`src/rtl/uart_tx_frame.sv`:
```
// uart_tx_frame: parametrised UART transmitter.
// Words arrive on a valid/ready stream into a small FIFO. A five-state FSM
// (IDLE, START, DATA, PARITY, STOP) serialises them LSB-first. Back-to-back
// frames are sent with no idle gap between the last stop bit and the next
// start bit. The serial line is registered, so it only moves on bit
// boundaries.
module uart_tx_frame #(
  parameter int CLK_FREQ    = 50000000,
  parameter int UART_BPS    = 9600,
  parameter int DATA_BITS   = 8,
  parameter int PARITY_MODE = 0,
  parameter int STOP_BITS   = 1,
  parameter int FIFO_DEPTH  = 4
) (
  input  logic                          sys_clk,
  input  logic                          sys_rst,
  input  logic [DATA_BITS-1:0]          s_data,
  input  logic                          s_valid,
  output logic                          s_ready,
  output logic                          tx,
  output logic                          tx_busy,
  output logic [$clog2(FIFO_DEPTH):0]   fifo_count
);

  // Bit period in system clocks and derived counter widths.
  localparam int BIT_P  = CLK_FREQ / UART_BPS;
  localparam int BAUD_W = (BIT_P > 1) ? $clog2(BIT_P) : 1;
  localparam int ADDR_W = $clog2(FIFO_DEPTH);
  localparam int CNT_W  = ADDR_W + 1;
  // Counts data bits (max 9) and stop bits (max 2).
  localparam int BIT_W  = 4;

  // Elaboration-time rejection of unsupported configurations.
  if (BIT_P < 4) begin : g_bad_baud
    $error("uart_tx_frame: CLK_FREQ/UART_BPS must be at least 4");
  end
  if (DATA_BITS < 5 || DATA_BITS > 9) begin : g_bad_data_bits
    $error("uart_tx_frame: DATA_BITS must be in 5..9");
  end
  if (PARITY_MODE < 0 || PARITY_MODE > 2) begin : g_bad_parity
    $error("uart_tx_frame: PARITY_MODE must be 0, 1 or 2");
  end
  if (STOP_BITS != 1 && STOP_BITS != 2) begin : g_bad_stop
    $error("uart_tx_frame: STOP_BITS must be 1 or 2");
  end
  if (FIFO_DEPTH < 2 || (FIFO_DEPTH & (FIFO_DEPTH - 1)) != 0) begin : g_bad_depth
    $error("uart_tx_frame: FIFO_DEPTH must be a power of two, at least 2");
  end

  typedef enum logic [2:0] {
    IDLE   = 3'd0,
    START  = 3'd1,
    DATA   = 3'd2,
    PARITY = 3'd3,
    STOP   = 3'd4
  } state_t;

  // Parity bit for a word: even mode sends the XOR of the data bits,
  // odd mode sends its inverse.
  function automatic logic parity_of(input logic [DATA_BITS-1:0] word);
    logic p;
    p = ^word;
    return (PARITY_MODE == 1) ? ~p : p;
  endfunction

  // ---------------------------------------------------------------
  // Input FIFO
  // ---------------------------------------------------------------
  logic [DATA_BITS-1:0] mem [FIFO_DEPTH];
  logic [ADDR_W-1:0]    wr_ptr;
  logic [ADDR_W-1:0]    rd_ptr;
  logic [CNT_W-1:0]     count;
  logic                 push;
  logic                 pop;
  logic                 fifo_empty;
  logic [DATA_BITS-1:0] fifo_head;

  assign s_ready    = (count != CNT_W'(FIFO_DEPTH));
  assign push       = s_valid && s_ready;
  assign fifo_empty = (count == '0);
  assign fifo_head  = mem[rd_ptr];
  assign fifo_count = count;

  // FIFO storage: data only, never reset.
  always_ff @(posedge sys_clk) begin
    if (push) begin
      mem[wr_ptr] <= s_data;
    end
  end

  // FIFO pointers and occupancy; a simultaneous push and pop keeps the count.
  always_ff @(posedge sys_clk or posedge sys_rst) begin
    if (sys_rst) begin
      wr_ptr <= '0;
      rd_ptr <= '0;
      count  <= '0;
    end else begin
      if (push) begin
        wr_ptr <= wr_ptr + ADDR_W'(1);
      end
      if (pop) begin
        rd_ptr <= rd_ptr + ADDR_W'(1);
      end
      if (push && !pop) begin
        count <= count + CNT_W'(1);
      end else if (pop && !push) begin
        count <= count - CNT_W'(1);
      end
    end
  end

  // ---------------------------------------------------------------
  // Frame FSM
  // ---------------------------------------------------------------
  state_t               state;
  state_t               state_nxt;
  logic [BAUD_W-1:0]    baud_cnt;
  logic [BIT_W-1:0]     bit_cnt;
  logic                 baud_tick;
  logic                 last_data;
  logic                 last_stop;
  logic [DATA_BITS-1:0] shift_reg;
  logic [DATA_BITS-1:0] shift_nxt;
  logic                 parity_bit;
  logic                 parity_nxt;
  logic                 tx_nxt;

  assign baud_tick = (baud_cnt == BAUD_W'(BIT_P - 1));
  assign last_data = (bit_cnt == BIT_W'(DATA_BITS - 1));
  assign last_stop = (bit_cnt == BIT_W'(STOP_BITS - 1));

  // State register.
  always_ff @(posedge sys_clk or posedge sys_rst) begin
    if (sys_rst) begin
      state <= IDLE;
    end else begin
      state <= state_nxt;
    end
  end

  // Next-state logic; pops happen only on entry to START.
  always_comb begin
    state_nxt = state;
    pop       = 1'b0;
    case (state)
      IDLE: begin
        if (!fifo_empty) begin
          state_nxt = START;
          pop       = 1'b1;
        end
      end
      START: begin
        if (baud_tick) begin
          state_nxt = DATA;
        end
      end
      DATA: begin
        if (baud_tick && last_data) begin
          state_nxt = (PARITY_MODE != 0) ? PARITY : STOP;
        end
      end
      PARITY: begin
        if (baud_tick) begin
          state_nxt = STOP;
        end
      end
      STOP: begin
        if (baud_tick && last_stop) begin
          if (!fifo_empty) begin
            state_nxt = START;
            pop       = 1'b1;
          end else begin
            state_nxt = IDLE;
          end
        end
      end
      default: begin
        state_nxt = IDLE;
      end
    endcase
  end

  // Outputs: busy follows the current state, the line level is prepared
  // from the next state so the registered line moves on the same edge.
  always_comb begin
    tx_busy = (state != IDLE);
    tx_nxt  = 1'b1;
    case (state_nxt)
      START:   tx_nxt = 1'b0;
      DATA:    tx_nxt = shift_nxt[0];
      PARITY:  tx_nxt = parity_nxt;
      default: tx_nxt = 1'b1;
    endcase
  end

  // Baud and bit counters: the baud counter restarts at every bit boundary
  // and is held at zero while idle; the bit counter restarts on each state change.
  always_ff @(posedge sys_clk or posedge sys_rst) begin
    if (sys_rst) begin
      baud_cnt <= '0;
      bit_cnt  <= '0;
    end else begin
      if (state == IDLE || state_nxt == IDLE || baud_tick) begin
        baud_cnt <= '0;
      end else begin
        baud_cnt <= baud_cnt + BAUD_W'(1);
      end
      if (state_nxt != state) begin
        bit_cnt <= '0;
      end else if (baud_tick && (state == DATA || state == STOP)) begin
        bit_cnt <= bit_cnt + BIT_W'(1);
      end
    end
  end

  // Shift register and parity: load on pop, shift right at each data-bit boundary.
  always_comb begin
    shift_nxt  = shift_reg;
    parity_nxt = parity_bit;
    if (pop) begin
      shift_nxt  = fifo_head;
      parity_nxt = parity_of(fifo_head);
    end else if (state == DATA && baud_tick) begin
      shift_nxt = shift_reg >> 1;
    end
  end

  // Datapath registers, not reset.
  always_ff @(posedge sys_clk) begin
    shift_reg  <= shift_nxt;
    parity_bit <= parity_nxt;
  end

  // Registered serial line; reset drives it high immediately.
  always_ff @(posedge sys_clk or posedge sys_rst) begin
    if (sys_rst) begin
      tx <= 1'b1;
    end else begin
      tx <= tx_nxt;
    end
  end

endmodule

```
`config.mk`:
```
export PLATFORM = sky130hd
export DESIGN_NAME = uart_tx_frame
export DESIGN_NICKNAME = d
export VERILOG_FILES = /design/src/rtl/uart_tx_frame.sv
export SDC_FILE = /design/constraint.sdc
export NUM_CORES = 1
export LEC_CHECK = 0
export ABC_AREA = 1
export CAP_MARGIN = 25
export CORE_ASPECT_RATIO = 0.6
export CORE_MARGIN = 2
export CORE_UTILIZATION = 35
export CTS_BUF_LIST = sky130_fd_sc_hd__clkbuf_4 sky130_fd_sc_hd__clkbuf_8
export DETAILED_ROUTE_END_ITERATION = 10
export SLEW_MARGIN = 20
export SYNTH_ARGS = -nofsm -noshare
export SYNTH_HDL_FRONTEND = slang
export SYNTH_SLANG_ARGS = --single-unit
```
`constraint.sdc`:
```
create_clock -name sys_clk -period 7 [get_ports sys_clk]
set_input_delay 1.4 -clock sys_clk [delete_from_list [all_inputs] [get_ports sys_clk]]
set_output_delay 1.4 -clock sys_clk [all_outputs]
set_load 0.05 [all_outputs]
```
# After elaboration in Yosys (flattened, before gate mapping)
# Memories as Yosys holds them, arrays and structs flattened.
# Index checks and enable logic that the tools add are counted.
[totals]
register_bits = 37
ram_bits = 32
inputBits = 11
output_inout_bits = 6
word_cells = 70
memories = 1
[op_classes]
n_addsub = 6
n_eq_ne = 11
muxes = 21
n_reduce_logical = 21
[mem_list]
columns = ["memory", "words", "word_bits", "rd", "rd_ports_with_merged_regs", "write_ports", "line", "rtl"]
rows = [
  ["mem", 4, 8, 1, 0, 1, "69", "logic [DATA_BITS-1:0] mem [FIFO_DEPTH];"],
]
[op_table]
columns = ["cell", "n"]
rows = [
  ["3-bit two-way mux", 7],
  ["8-bit two-way mux", 2],
  ["3-bit case mux with 5 select lines", 1],
  ["13-bit by 1-bit adder with 13-bit output, second input constant", 1],
  ["13-bit == test, second input constant", 1],
  ["13-bit two-way mux", 1],
  ["3-bit by 2-bit == test with 1-bit output, second input constant", 4],
  ["3-bit zero test", 3],
  ["4-bit two-way mux", 2],
  ["8-bit XOR reduction", 1],
  ["1-bit logical AND", 7],
  ["3-bit by 1-bit == test with 1-bit output, second input constant", 2],
  ["1-bit two-way mux", 6],
  ["2-bit nonzero test", 3],
  ["2-bit by 1-bit adder with 2-bit output, second input constant", 2],
  ["4-bit by 1-bit adder with 4-bit output, second input constant", 1],
  ["4-bit by 3-bit == test with 1-bit output, second input constant", 1],
  ["4-bit zero test", 1],
  ["3-bit by 1-bit adder with 3-bit output, second input constant", 1],
  ["3-bit == test, second input constant", 1],
  ["1-bit logical OR", 3],
  ["3-bit != test", 1],
  ["3-bit != test, second input constant", 1],
  ["1-bit case mux with 3 select lines", 1],
  ["other kinds (4)", 5],
]

# Depth between registers and ports, before layout
[logic_depth]
depth_word = 8
depth_mapped = 16
depth_no_buf = 15

# Worst setup path after synthesis
# OpenSTA, ideal clock, no wires.
[synth_path]
kind = "register to output"
from = "reg count[1], in the netlist fifo_count[1]"
to = "out s_ready"
arrival_ps = 1219
t_required_ps = 5600
slack_ps = 4381
path_stages_with_launch = 3
path_buffers = 0
cell_sequence = "dfrtp_1 inv_1 nand3_1"
[synth_via]
elab_chain_len = 1
[synth_lines]
columns = ["item", "line", "rtl"]
rows = [
  ["start: declaration", "72", "logic [CNT_W-1:0] count;"],
  ["start signal: assignment", "105", "count <= count + CNT_W'(1);"],
  ["start signal: assignment", "107", "count <= count - CNT_W'(1);"],
  ["3-bit != test", "78", "assign s_ready = (count != CNT_W'(FIFO_DEPTH));"],
  ["end: declaration", "19", "output logic s_ready,"],
]
# Every way passes these cells.

# Worst setup path in the final report
[layout_path]
from = "reg state[2]"
to = "out tx_busy"
[layout_via]
elab_chain_len = 1
[layout_lines]
columns = ["item", "line", "rtl"]
rows = [
  ["start: declaration", "115", "state_t state;"],
  ["start signal: assignment", "137", "state <= state_nxt;"],
  ["3-bit nonzero test", "186", "tx_busy = (state != IDLE);"],
  ["end: declaration", "21", "output logic tx_busy,"],
]
# Every way passes these cells.

==> qor.csv <==
metric;value;unit
H-Tree Depth;3;
Core Area;0.009950;sq mm
Remaining DRCs;0;
sw frac;0.3044;
# diodes;0;
CTS buffer count;9;
crit path launch type;flip-flop;
Final Cycle Share;0.4809;
peak supply drop;0.2745;mV
Sw Pwr;318.6;uW
largest net degree at the start of global routing;29;
Worst Path Class, Setup;reg2out;
IO buf count;16;
Wirelength per Cell;12.33;um
Yosys reg bits;69;
Fin Setup TNS;0;ns
Layout Nets;456;
Root Driver;clkbuf_8;
max FFs per register;32;
die area;0.01118;sq mm
final setup violation count;0;
Yosys cell types;36;
syn_nets;437;
RSZ-0062 raised after global routing;false;
DR vias;2680;
max-cap violations;0;
Mapped Cells;417;
CTS Sinks;69;
PwrDens;256.7;mW/mm^2
yosys warns;0;
Area growth, synth to finish;12.89;%
Post-CTS Hold Fix Bufs;0;
Post-CTS Setup Repair Bufs;0;
Crit path arrival time;1.97;ns
Comb pwr share;0.213;
Rows;28;
clk buf depth;2;
relative slew slack;0.4732;
gpl congestion;0.8451;
post-CTS sizing;0;
Vias/cell;4.653;
Post-DP HPWL;5286;um
worst endpoint required time;5.60;ns
Slew Limit Fails;0;
min Tclk post-route;3.366;ns
Final WS setup;3.634;ns
largest area contributor in the netlist;edfxtp_1;
Skew-Pair Late Insertion Delay;0.34;ns
Max Fanout on Critical Path;6;
first-pass GRT wire length;12220;um
top cells by area, synth;edfxtp_1, dfrtp_1, nand2_1, nand3_1, inv_1;
layout cell share with drive strength beyond 1;0.1043;
Worst-Margin Slew;0.7873;ns
pre-CTS setup slack;3.829;ns
post-synthesis sequential area ratio;0.5296;
clk slew on worst S/H paths;0.07;ns
fmax;297.1;MHz
Die Ht;82.69;um
leakage;1.821;nW
final hold vios;0;
Final Hold Slack;0.4778;ns
Total Routed Length;7104;um
CTS tree;yes;
Critical Path Sink Type;primary output;
antenna-violating nets left;0;
initial antenna violation count;0;
I/O pins;17;
vias in the first global route;2568;
post-synth top area share;0.3242;
Die Wd;135.2;um
Setup Skew;0.009066;ns
Post-Route Utilization;0.4098;
total global routing overflow;0;
clock network power share;0.300;
Syn Area/Cell;8.662;sq um
DRT Pass-1 Iters;4;
sequential share of power;0.487;
hold crit path type;reg2reg;
DRT iter0 DRCs;102;
total track usage;0.1442;
initial core utilization;0.3631;
post-synthesis cell area;0.003612;sq mm
Pint;728.1;uW
outcome;completed;
-- area by class of cell --
| class | count | area (sq um) |
|---|---|---|
| tap | 135 | 168.9 |
| sequential | 69 | 1913 |
| clock buffer | 11 | 138.9 |
| inverter | 44 | 171.4 |
| timing repair buffer | 16 | 160.2 |
| fill | 1012 | 5872 |
| clock inverter | 5 | 51.30 |
| multi-input combinational | 296 | 1474 |
-- cell usage in the layout (no fill, tap or decap), types with 2 or more instances in the layout --
master,netlist,layout
ha_1,8,8
dfxtp_1,2,2
nand2_2,2,2
clkinv_2,1,3
nor2_4,2,2
nor2_2,13,13
nand3_1,39,39
clkbuf_8,0,9
nor2_1,30,30
o21ai_1,1,2
inv_1,39,38
nand2_4,2,2
nor3_1,3,3
o21ai_0,15,14
a21oi_1,2,2
nand4_1,5,5
clkdlybuf4s50_1,0,16
nand2_1,150,150
clkbuf_4,0,2
xor2_1,11,11
dfrtp_1,27,27
edfxtp_1,39,39
xnor2_1,2,2
inv_2,3,4
nand3_2,2,2
-- per-layer routing --
layer | vias up | global-route usage | routed length, um
met3 | 11 | 0.03175 | 324
met1 | 1246 | 0.2104 | 3843
li1 | 1376 | - | -
met2 | 47 | 0.2076 | 2826
met4 | 0 | 0.05729 | 109
met5 | - | 0 | 0
-- critical path, cell delays in order, from the launching register on --
cell             delay, ns
dfrtp_1               0.49
inv_1                 0.16
nand2_1               0.16
clkdlybuf4s50_1       0.82
-- through the flow --
step	std cells	area [sq um]	power, mW
after CTS	576	4078	1.061
after detailed placement	560	3887	0.7433
after global routing	576	4078	1.109
final	576	4078	1.047
after floorplan	417	3612	0.6715
after global placement	560	3887	0.7368
-- worst paths after layout --
path	start	endpoint	cells past startpoint	slack, ns
worst max-delay path	state[2]	tx_busy	3	3.63
worst min-delay path	baud_cnt[0]	baud_cnt[0]	1	0.48
worst max register to register	baud_cnt[0]	fifo_count[1]	13	4.59
worst min register to register	baud_cnt[0]	baud_cnt[0]	1	0.48
max in group asynchronous	sys_rst	rd_ptr[1]	2	5.15
min in group asynchronous	sys_rst	baud_cnt[9]	2	1.44
-- synth_stat cells --
cell and number:
inv_1 39, nand3_2 2, nor3_1 3, fa_1 1, a21oi_1 2, buf_2 4
nand2_1 150, a21boi_0 1, xnor2_1 2, o21ai_1 1, o21ai_4 1, o21ai_0 15
nand3b_1 1, nor4_2 1, dfrtp_1 27, xor2_1 11, nor2_2 13, nand2_2 2
o21ai_2 1, dfstp_2 1, clkinv_4 1, and2_1 1, dfxtp_1 2, a311oi_1 1
buf_4 3, nor2_1 30, clkinv_2 1, nand2_4 2, buf_6 1, nor4_1 1
nand3_1 39, nor2_4 2, ha_1 8, edfxtp_1 39, inv_2 3, nand4_1 5
-- power groups by stage --
stage | Combinational [mW] | Clock (mW) | Sequential, mW
2_1_floorplan | 0.129 | 0 | 0.543
3_3_place_gp | 0.220 | 0 | 0.517
3_5_place_dp | 0.225 | 0 | 0.518
4_1_cts | 0.226 | 0.324 | 0.510
5_1_grt | 0.251 | 0.342 | 0.516
6_report | 0.223 | 0.314 | 0.510
-- logic make-up after synthesis --
logic type	share of synthesized area
adder cells (fa/ha/maj)	0.03325
flip-flops	0.5296
buffers and inverters	0.06235
AO/OA/AOI/OAI	0.03637
XOR/XNOR	0.03152
AND/OR/NAND/NOR	0.3069
No activity file was read; power rests on OpenSTA's default activity.
